[config.mk]
export PLATFORM = sky130hd
export DESIGN_NAME = mu_scheduler
export DESIGN_NICKNAME = d
export VERILOG_FILES = /design/src/rtl/mu_scheduler.sv
export SDC_FILE = /design/constraint.sdc
export NUM_CORES = 1
export LEC_CHECK = 0
export CORE_MARGIN = 4
export CORE_UTILIZATION = 40
export DETAILED_ROUTE_END_ITERATION = 8
export PLACE_DENSITY = 0.73
export SYNTH_ARGS = -nofsm -noshare
export SYNTH_HDL_FRONTEND = slang
export SYNTH_SLANG_ARGS = --single-unit
[constraint.sdc]
create_clock -name clk -period 2.7 [get_ports clk]
set_clock_uncertainty 0.15 [all_clocks]
set_input_delay 0.54 -clock clk [delete_from_list [all_inputs] [get_ports clk]]
set_output_delay 0.54 -clock clk [all_outputs]
set_load 0.02 [all_outputs]
[src/rtl/mu_scheduler.sv]
// rtl/mu_scheduler.sv - multiply-unit issue scheduler with fixed-latency completion tracker
module mu_scheduler #(
    parameter int LAT  = 3,
    parameter int RA_W = 5
) (
    input  logic            clk,
    input  logic            rstn,
    input  logic            req_valid,
    input  logic            req_is_mul,
    input  logic [1:0]      req_funct3,
    input  logic [RA_W-1:0] req_rd,
    input  logic [RA_W-1:0] req_rs1,
    input  logic [RA_W-1:0] req_rs2,
    input  logic            req_rs1_used,
    input  logic            req_rs2_used,
    input  logic            flush,
    input  logic            alu_wb_valid,
    input  logic            mu_done,
    output logic            req_ready,
    output logic            mul_en,
    output logic [1:0]      mul_funct3,
    output logic            wb_sel_mu,
    output logic [RA_W-1:0] wb_rd,
    output logic            alu_wb_stall,
    output logic [2:0]      inflight,
    output logic            sync_err
);

    logic [LAT-1:0]  r_vld;
    logic [RA_W-1:0] r_rd [LAT];
    logic [2:0]      r_inflight;
    logic            r_sync_err;

    logic            w_hazard;
    logic            w_issue;
    logic [2:0]      w_inflight_nxt;

    // Hazard against every stage still in flight; the last stage is writing
    // back this cycle, so its result is already available to the requester.
    always_comb begin
        w_hazard = 1'b0;
        for (int k = 0; k < LAT - 1; k++) begin
            if (r_vld[k] && (r_rd[k] != '0) &&
                ((req_rs1_used && (r_rd[k] == req_rs1)) ||
                 (req_rs2_used && (r_rd[k] == req_rs2)) ||
                 (r_rd[k] == req_rd))) begin
                w_hazard = 1'b1;
            end
        end
        w_hazard = w_hazard & req_valid;
    end

    assign w_issue      = req_valid & req_is_mul & ~w_hazard & ~flush;
    assign req_ready    = ~w_hazard;
    assign mul_en       = w_issue;
    assign mul_funct3   = w_issue ? req_funct3 : 2'b00;
    assign wb_sel_mu    = r_vld[LAT-1];
    assign wb_rd        = r_vld[LAT-1] ? r_rd[LAT-1] : '0;
    assign alu_wb_stall = alu_wb_valid & r_vld[LAT-1];
    assign inflight     = r_inflight;
    assign sync_err     = r_sync_err;

    // Occupancy after the coming edge: the new issue plus every stage that shifts on.
    always_comb begin
        w_inflight_nxt = {2'b00, w_issue};
        for (int k = 0; k < LAT - 1; k++) begin
            w_inflight_nxt = w_inflight_nxt + {2'b00, r_vld[k]};
        end
    end

    // Free-running shift tracker; stage 0 captures the issue, others shift down.
    always_ff @(posedge clk or negedge rstn) begin
        if (!rstn) begin
            r_vld <= '0;
            for (int k = 0; k < LAT; k++) begin
                r_rd[k] <= '0;
            end
        end else begin
            r_vld[0] <= w_issue;
            r_rd[0]  <= w_issue ? req_rd : '0;
            for (int k = 1; k < LAT; k++) begin
                r_vld[k] <= r_vld[k-1];
                r_rd[k]  <= r_rd[k-1];
            end
        end
    end

    // Registered occupancy count and sticky completion-mismatch flag.
    always_ff @(posedge clk or negedge rstn) begin
        if (!rstn) begin
            r_inflight <= '0;
            r_sync_err <= 1'b0;
        end else begin
            r_inflight <= w_inflight_nxt;
            r_sync_err <= r_sync_err | (mu_done != r_vld[LAT-1]);
        end
    end

endmodule

# After elaboration in Yosys (flattened, before gate mapping)
# Index checks and enable logic that the tools add are counted.
dict set report word_totals {
  register_bits 22
  elab_cells 42
  output_inout_bits 15
}
dict set report classes {
  n_reduce_logical 14
  eq_ne 7
  n_bitwise 8
  n_addsub 2
  muxes 5
}
# cell n
set op_table {}
lappend op_table {{== test 5 bit} 6}
lappend op_table {{two-way mux 5 bit} 2}
lappend op_table {{nonzero test 5 bit} 2}
lappend op_table {{logical AND 1 bit} 8}
lappend op_table {{bitwise AND 1 bit} 5}
lappend op_table {{logical OR 1 bit} 4}
lappend op_table {{adder 2 x 1 -> 3 bit} 1}
lappend op_table {{adder 1 x 1 -> 2 bit} 1}
lappend op_table {{two-way mux 1 bit} 2}
lappend op_table {{two-way mux 2 bit} 1}
lappend op_table {{NOT 1 bit} 2}
lappend op_table {{!= test 1 bit} 1}
lappend op_table {{bitwise OR 1 bit} 1}

# Longest topological paths before layout
# Gate-level depths: netlist of the first run.
dict set report depth {
  depth_word 13
  depth_mapped 7
  depth_no_buf 7
}

# Worst setup path after synthesis of the first run
# No wires, ideal clock.
dict set report synth_path {
  kind {register -> output}
  startpoint {register r_rd[13] in the netlist's numbering}
  endpoint {output mul_funct3[0]}
  arrival_time_ns 2.003
  stages_incl_launch_ff 5
  setup_slack_ns 0.007
  cell_sequence {dfrtp_1 -> or4_4 -> o21ai_4 -> a31oi_4 -> nor4b_1}
}
dict set report synth_via {
  elab_chain_cells 12
  word_cells_on_any_way 17
  classes_between {3 x eq/ne; 3 x mux; 4 x bitwise; 7 x reduce/logical}
}
# item line_no
set synth_lines {}
lappend synth_lines {{start, declared} 30} ;# logic [RA_W-1:0] r_rd [LAT];
lappend synth_lines {{start signal, assigned by index} 83} ;# r_rd[k] <= r_rd[k-1];
lappend synth_lines {{== test 5 bit (on tied branches)} {44, 45}}
lappend synth_lines {{logical AND 1 bit (on tied branches)} {44, 45}}
lappend synth_lines {{logical OR 1 bit} 44} ;# ((req_rs1_used && (r_rd[k] == req_rs1)) ||
lappend synth_lines {{logical OR 1 bit} 45} ;# (req_rs2_used && (r_rd[k] == req_rs2)) ||
lappend synth_lines {{logical AND 1 bit (*)} 43} ;# if (r_vld[k] && (r_rd[k] != '0) &&
lappend synth_lines {{two-way mux 1 bit (*) (2 in series)} 43}
lappend synth_lines {{bitwise AND 1 bit (*)} 50} ;# w_hazard = w_hazard & req_valid;
lappend synth_lines {{NOT 1 bit (*)} 53} ;# assign w_issue = req_valid & req_is_mul & ~w_hazard & ~flush;
lappend synth_lines {{bitwise AND 1 bit (*) (2 in series)} 53}
lappend synth_lines {{two-way mux 2 bit (*)} 56} ;# assign mul_funct3 = w_issue ? req_funct3 : 2'b00;
lappend synth_lines {{end, declared} 21} ;# output logic [1:0] mul_funct3,
# Every way passes the cells marked *; elsewhere a longest branch is shown, timed or not.

# Worst setup path after layout of the first run
dict set report layout_path {
  startpoint {input req_rs2[2]}
  endpoint {output mul_funct3[0]}
}
dict set report layout_via {
  elab_chain_cells 12
  word_cells_on_any_way 17
  classes_between {2 x eq/ne; 3 x mux; 4 x bitwise; 8 x reduce/logical}
}
# item line_no
set layout_lines {}
lappend layout_lines {{start, declared} 13} ;# input logic [RA_W-1:0] req_rs2,
lappend layout_lines {{== test 5 bit} 45}
lappend layout_lines {{logical AND 1 bit} 45}
lappend layout_lines {{logical OR 1 bit} 44}
lappend layout_lines {{logical OR 1 bit} 45}
lappend layout_lines {{logical AND 1 bit} 43}
lappend layout_lines {{two-way mux 1 bit} 43}
lappend layout_lines {{two-way mux 1 bit (*)} 43}
lappend layout_lines {{bitwise AND 1 bit (*)} 50}
lappend layout_lines {{NOT 1 bit (*)} 53}
lappend layout_lines {{bitwise AND 1 bit (*) (2 in series)} 53}
lappend layout_lines {{two-way mux 2 bit (*)} 56}
# Marked as above.

==> out/qor.yml, run 1 <==
clocking:
  htreeDepth: 1
  cts_tree: "built"
  cts-root-buf: "clkbuf_4"
  cts_buffers: 3
  clock_latency_ns: 0.31
  cts_sinks: 21
  clockBufferDepth: 2
  clk_pin_slew_worst_paths_ns: 0.11
synth:
  synth_compound_area_frac: 0.0541
  yosysUniqueCellTypes: 21
  synthMuxAreaShare: 0
  yosys.area_share.simple: 0.187
  syn-cell-area_sq_um: 1110
  syn_nets: 122
  synth_fa_ha_area_frac: 0.0180
  netlist_instances: 95
  synth_xor_area_frac: 0.244
  synth_warnings: 0
  avgSynthCellArea_sq_um: 11.7
  synth_seq_cells: 21
  yosysSeqAreaShare: 0.473
  synth_top_family_by_area: "XOR/XNOR gates"
timing:
  finalCritPeriodShare: 1.03
  hold_violations: 0
  fmax_mhz: 361
  timing.setup.tns_ns: -0.233
  slew_viol_final: 0
  setup_viol: 4
  fin_crit_ns: 2.77
  rsz0062_at_grt: "true"
  hold_slack_ns: 0.292
  setup_slack_ns: -0.0689
worst_hold_path:
  whs_path_depth: 0
  hp-class: "register to register"
floorplanning:
  die_width_um: 60.7
  die_area_sq_um: 3690
  pin_count: 41
  rows: 18
  core_region_area_sq_um: 2570
  dieHeight_um: 60.7
  initial_utilization: 0.433
setup_path:
  worstPathCellList: "clkdlybuf4s50_1, xor2_1, nor4_1, nand3_1, a31oi_4, nor4b_2, buf_4"
  startpoint_type: "primary input"
  critPathRequiredTime_ns: 2.01
  arrival_ns: 2.08
  rr_worst_depth: 8
  worst_path_max_delay_cell: "clkdlybuf4s50_1"
  path_class: "primary input to output port"
  crit_fanout: 6
  critPathMaxStageDelay_ns: 0.45
  worst_setup_path_end_kind: "output port"
route:
  wl_per_cell_um: 15.1
  first_pass_iters: 4
  detail-route-antenna-nets: 0
  wl_um: 2830
  via_count: 949
  drc: 0
  drtIter0Drc: 13
  vias_per_cell: 5.05
placement:
  dpl.hpwl_um: 2220
  place_congestion: 0.860
  io_buffers: 39
grt:
  grt_pass1_wl_um: 4520
  grt_antenna_before_repair: 0
  grt_overflow_total: 0
  grt_max_degree: 22
  grt_usage: 0.173
  grt_pass1_vias: 986
pwr:
  irDropWorstVdd_v: 0.000248
  power.density_nw_per_um2: 351
  p_leak_nw: 0.818
job:
  cap_viol_max_count: 0
final_layout:
  n_fill_cell: 215
  final_util: 0.680
  antenna_cells: 0
  nets: 186
  layout-drive-gt1-share: 0.253
  area_growth_pct: 57.2
run_status:
  status: "complete, but fails checks"
  violations: "negative setup slack"
area by class of cell:
cell class,instances,area [sq um],share of cell area
clock buffer,4,26.3,0.0150
inverter,4,15.0,0.00860
multi-input combinational,69,593,0.340
sequential,21,528,0.302
tap,30,37.5,0.0215
timing repair buffer,60,547,0.313
logic make-up after synthesis:
logic type / after synthesis
buf+inv: 5
flops: 21
compound gates: 5
other cells: 1
fa+ha+maj: 1
xor+xnor: 31
simple gates: 31
timing repair:
item                                    4_1_cts  5_1_grt
buffers inserted                              2        2
pin swaps                                    12        8
hold buffers                                  0        0
endpoints found under the setup margin        4        5
gates resized for setup                      38        8
hold endpoints to repair                      0        0
worst max-delay path: cells and delay by family:
kind | cells | cell delay [ns]
AOI/OAI and AO/OA | 1 | 0.30
and+or+nand+nor | 3 | 0.46
xor gates and xnor gates | 1 | 0.16
buffers and inverters | 2 | 0.62
through the flow:
| stage | instances | power (W) | area [sq um] | setup slack (ns) |
|---|---|---|---|---|
| floorplan | 95 | 0.000387 | 1110 | 0.00722 |
| global placement | 180 | 0.000462 | 1660 | -0.600 |
| detailed placement | 180 | 0.000466 | 1660 | -0.648 |
| CTS | 186 | 0.000615 | 1710 | -0.0857 |
| global route | 188 | 0.000640 | 1750 | -0.147 |
| finish | 188 | 0.000613 | 1750 | -0.0689 |
sequential cells by signal, summed over array words and instances, names as in the netlist:
signal    cells
sync_err      1
r_rd         15
r_vld         3
inflight      2
power by group:
group          switching [W]  internal [W]  total, W
sequential        0.00000688      0.000324  0.000331
combinational      0.0000562     0.0000711  0.000127
clock              0.0000971     0.0000576  0.000155
total               0.000160      0.000453  0.000613
cell usage in the layout, fill, tap and decap left out, drive strengths merged, types with 4 or more instances in the layout:
| cell | synthesis | routed |
|---|---|---|
| buf | 1 | 25 |
| clkdlybuf4s50 | 0 | 24 |
| xor2 | 22 | 22 |
| dfrtp | 21 | 21 |
| xnor2 | 9 | 9 |
| dlygate4sd2 | 0 | 9 |
| nor4b | 7 | 7 |
| nand3 | 6 | 6 |
| and2 | 6 | 6 |
| inv | 4 | 4 |
| nor4 | 4 | 4 |
| clkbuf | 0 | 4 |
metal layers:
metal | track usage | vias to the layer above | routed length (um)
met1 | 0.189 | 462 | 1120
met4 | 0.0650 | 0 | 42
met2 | 0.333 | 33 | 1520
met5 | 0 | - | 0
li1 | - | 450 | -
met3 | 0.0255 | 4 | 152
worst paths after layout:
kind | startpoint | to | slack [ns]
worst max-delay path | req_rs2[2] | mul_funct3[0] | -0.07
worst min-delay path | r_vld[1]$_DFF_PN0_ | r_vld[2]$_DFF_PN0_ | 0.29
worst max register to register | r_rd[11]$_DFF_PN0_ | inflight[0]$_DFF_PN0_ | 0.06
worst min register to register | r_vld[1]$_DFF_PN0_ | r_vld[2]$_DFF_PN0_ | 0.29
max in group asynchronous | rstn | r_rd[12]$_DFF_PN0_ | 1.73
min in group asynchronous | rstn | r_rd[9]$_DFF_PN0_ | 0.42
cell usage after synthesis:
cell | n | area (sq um)
nor3_1 | 3 | 15.0
nand2b_1 | 1 | 6.26
nor4b_1 | 7 | 61.3
xor2_1 | 22 | 193
buf_4 | 1 | 7.51
fa_1 | 1 | 20.0
nand3_1 | 6 | 30.0
dfrtp_1 | 21 | 526
or4_4 | 1 | 11.3
or4_1 | 1 | 7.51
o21ai_1 | 2 | 10.0
conb_1 | 1 | 3.75
and2_1 | 6 | 37.5
o21ai_4 | 1 | 16.3
inv_1 | 4 | 15.0
nand3b_1 | 1 | 7.51
or3_1 | 1 | 6.26
xnor2_1 | 9 | 78.8
a31oi_4 | 1 | 21.3
a31oi_2 | 1 | 12.5
nor4_1 | 4 | 25.0
(Power assumes the default switching activity.)
==> run 2: changes to the inputs <==
Settings changed: CTS_CLUSTER_SIZE from default to 10.
Clock period 2.7 ns to 2.6 ns, I/O delays scaled along.
==> run 2 against run 1 <==
Compared with the run above:
- the run still ends with negative setup slack left
- critical path depth shrank 1
- setup slack lost 0.11 ns
- sequential cell count is the same
- sequential share of layout area shrank 1.7 points
- count of clock-buffer cells in the layout shrank 1
- non-clock buffer count grew 6
- via count grew 3.3%
- power grew 6.3%
- first-iteration DRC count grew to 2.5 times the previous value
- clock power grew 6%
- core utilization grew 3.8 points
- critical path type is now register to output port
==> out/qor.yml, run 2 (same netlist as run 1, synthesis figures left out) <==
floorplanning:
  rows: 18
  dieHeight_um: 60.7
  core_region_area_sq_um: 2570
  die_width_um: 60.7
  die_area_sq_um: 3690
  pin_count: 41
  initial_utilization: 0.433
pwr:
  power.density_nw_per_um2: 353
  p_leak_nw: 0.866
  power_frac_seq: 0.527
  intPower_w: 0.000473
  pwr-share-comb: 0.220
  clkPwrFrac: 0.253
  switching_share: 0.274
  switching_power_w: 0.000178
  irDropWorstVdd_v: 0.000290
run_status:
  status: "complete, but fails checks"
  violations: "negative setup slack"
setup_path:
  rr_endpoint: "inflight[0]$_DFF_PN0_"
  worst_setup_path_end_kind: "output port"
  rrSetupSlack_ns: 0.04
  crit_start: "r_rd[10]$_DFF_PN0_"
  r2r-start: "r_rd[6]$_DFF_PN0_"
  rr_worst_depth: 8
  cp-endpoint: "mul_funct3[0]"
  path_class: "register to output port"
  crit_cells: 6
  critPathMaxStageDelay_ns: 0.48
  arrival_ns: 2.11
  crit_fanout: 5
  critPathRequiredTime_ns: 1.93
  worst_path_max_delay_cell: "or4_4"
  startpoint_type: "register"
  worstPathCellList: "buf_6, or4_4, o21ai_4, a31oi_4, nor4b_2, buf_4"
  critical_path.top_delay_family: "simple AND/OR/NAND/NOR gates"
  path_buf_inv: 2
final_layout:
  final_cell_mix: "buf_4, clkdlybuf4s50_1, xor2_1, dfrtp_1, xnor2_1"
  n_fill_cell: 186
  largest_register_ffs: 15
  antenna_cells: 0
  area_growth_pct: 66.1
  nets: 193
  finalNonFillerCells: 195
  layout-drive-gt1-share: 0.309
  largest-register: "r_rd"
  layout_commonest_cell: "buf_4"
grt:
  grt_antenna_before_repair: 0
  grt_max_degree: 22
  grt_overflow_total: 0
  grt_usage: 0.174
  grt_pass1_wl_um: 4570
  grt_pass1_vias: 1022
clocking:
  clk_pin_slew_worst_paths_ns: 0.12
  clockBufferDepth: 2
  postCtsHoldBufs: 0
  cts-root-buf: "clkbuf_4"
  cts_buffers: 3
  cts_tree: "built"
  clock_latency_ns: 0.32
  htreeDepth: 1
  cts_sinks: 21
placement:
  io_buffers: 39
  pre_cts_slack_ns: -0.687
  dpl.hpwl_um: 2230
  place_congestion: 0.863
  dp_cells: 181
route:
  detail-route-antenna-nets: 0
  via_count: 980
  wl_um: 3130
  drc: 0
  first_pass_iters: 4
  vias_per_cell: 5.03
  drtIter0Drc: 33
  wl_per_cell_um: 16.1
job:
  cap_viol_max_count: 0
timing:
  timing.setup.tns_ns: -0.604
  fin_crit_ns: 2.78
  setup_slack_ns: -0.180
  slew_viol_final: 0
  finalCritPeriodShare: 1.07
  fmax_mhz: 360
  hold_slack_ns: 0.292
  rsz0062_at_grt: "true"
  hold_violations: 0
  setup_viol: 4
worst_hold_path:
  whs_path_depth: 0
  hp-class: "register to register"
## run 2: cell types whose count changed in the layout (fill, tap and decap cells not counted), moves of 2 or more
| cell | previous run | this run |
|---|---|---|
| buf_4 | 21 | 26 |
| xor2_2 | 0 | 2 |
| xor2_1 | 22 | 20 |
| dlymetal6s2s_1 | 2 | 4 |
| dlygate4sd2_1 | 9 | 6 |
| nor4_1 | 4 | 2 |
| nor4_2 | 0 | 2 |
## run 2: worst register-to-register path: stages (launching register included)
cell,delay [ns]
dfrtp_1,0.39
or4_1,0.54
o21ai_2,0.16
a31oi_2,0.05
buf_6,0.14
buf_4,0.14
or3_1,0.38
fa_1,0.50
inv_1,0.04
## run 2: area by class of cell
cell class,instances,area [sq um],share of cell area
Sequential cell,21,527,0.285
Multi-Input combinational cell,70,634,0.344
Clock buffer,3,22.5,0.0122
Tap cell,30,37.5,0.0203
Inverter,4,15.0,0.00814
Timing Repair Buffer,66,604,0.327
Clock inverter,1,5.00,0.00271
## run 2: power groups by stage
stage                     clock network (W)  logic (W)  registers [W]
after floorplan                           0  0.0000473       0.000355
after global placement                    0   0.000131       0.000349
after detailed placement                  0   0.000134       0.000350
after CTS                          0.000163   0.000135       0.000344
after global routing               0.000178   0.000153       0.000345
final                              0.000165   0.000144       0.000344
## run 2: metrics by stage
stage / power [W] / utilization / area, sq um
after floorplan: 0.000402 / - / 1110
after global placement: 0.000480 / 0.649 / 1670
after global routing: 0.000677 / 0.719 / 1850
after detailed placement: 0.000484 / 0.649 / 1670
final: 0.000652 / 0.719 / 1850
after CTS: 0.000642 / 0.684 / 1760
## run 2: per-layer routing
| layer | track usage | wire (um) | share of wire |
|---|---|---|---|
| met1 | 0.191 | 1230 | 0.39 |
| met3 | 0.0468 | 187 | 0.060 |
| met4 | 0.0495 | 72 | 0.023 |
| met5 | 0 | 0 | 0 |
| met2 | 0.327 | 1650 | 0.53 |
## run 2: worst min-delay path by stage
stage / from / end / slack, ns
finish: r_vld[1]$_DFF_PN0_ / r_vld[2]$_DFF_PN0_ / 0.29
CTS: r_vld[1]$_DFF_PN0_ / r_vld[2]$_DFF_PN0_ / 0.27
global route: r_vld[1]$_DFF_PN0_ / r_vld[2]$_DFF_PN0_ / 0.30
detailed placement: r_vld[1]$_DFF_PN0_ / r_vld[2]$_DFF_PN0_ / 0.24
global placement: r_vld[1]$_DFF_PN0_ / r_vld[2]$_DFF_PN0_ / 0.25
floorplan: rstn / inflight[0]$_DFF_PN0_ / 0.07
## run 2: what timing repair did
action	in CTS	in global routing
resized for setup	33	16
endpoints found under the setup margin	5	5
pin swaps	11	11
buffers inserted	6	3
gates cloned	1	0
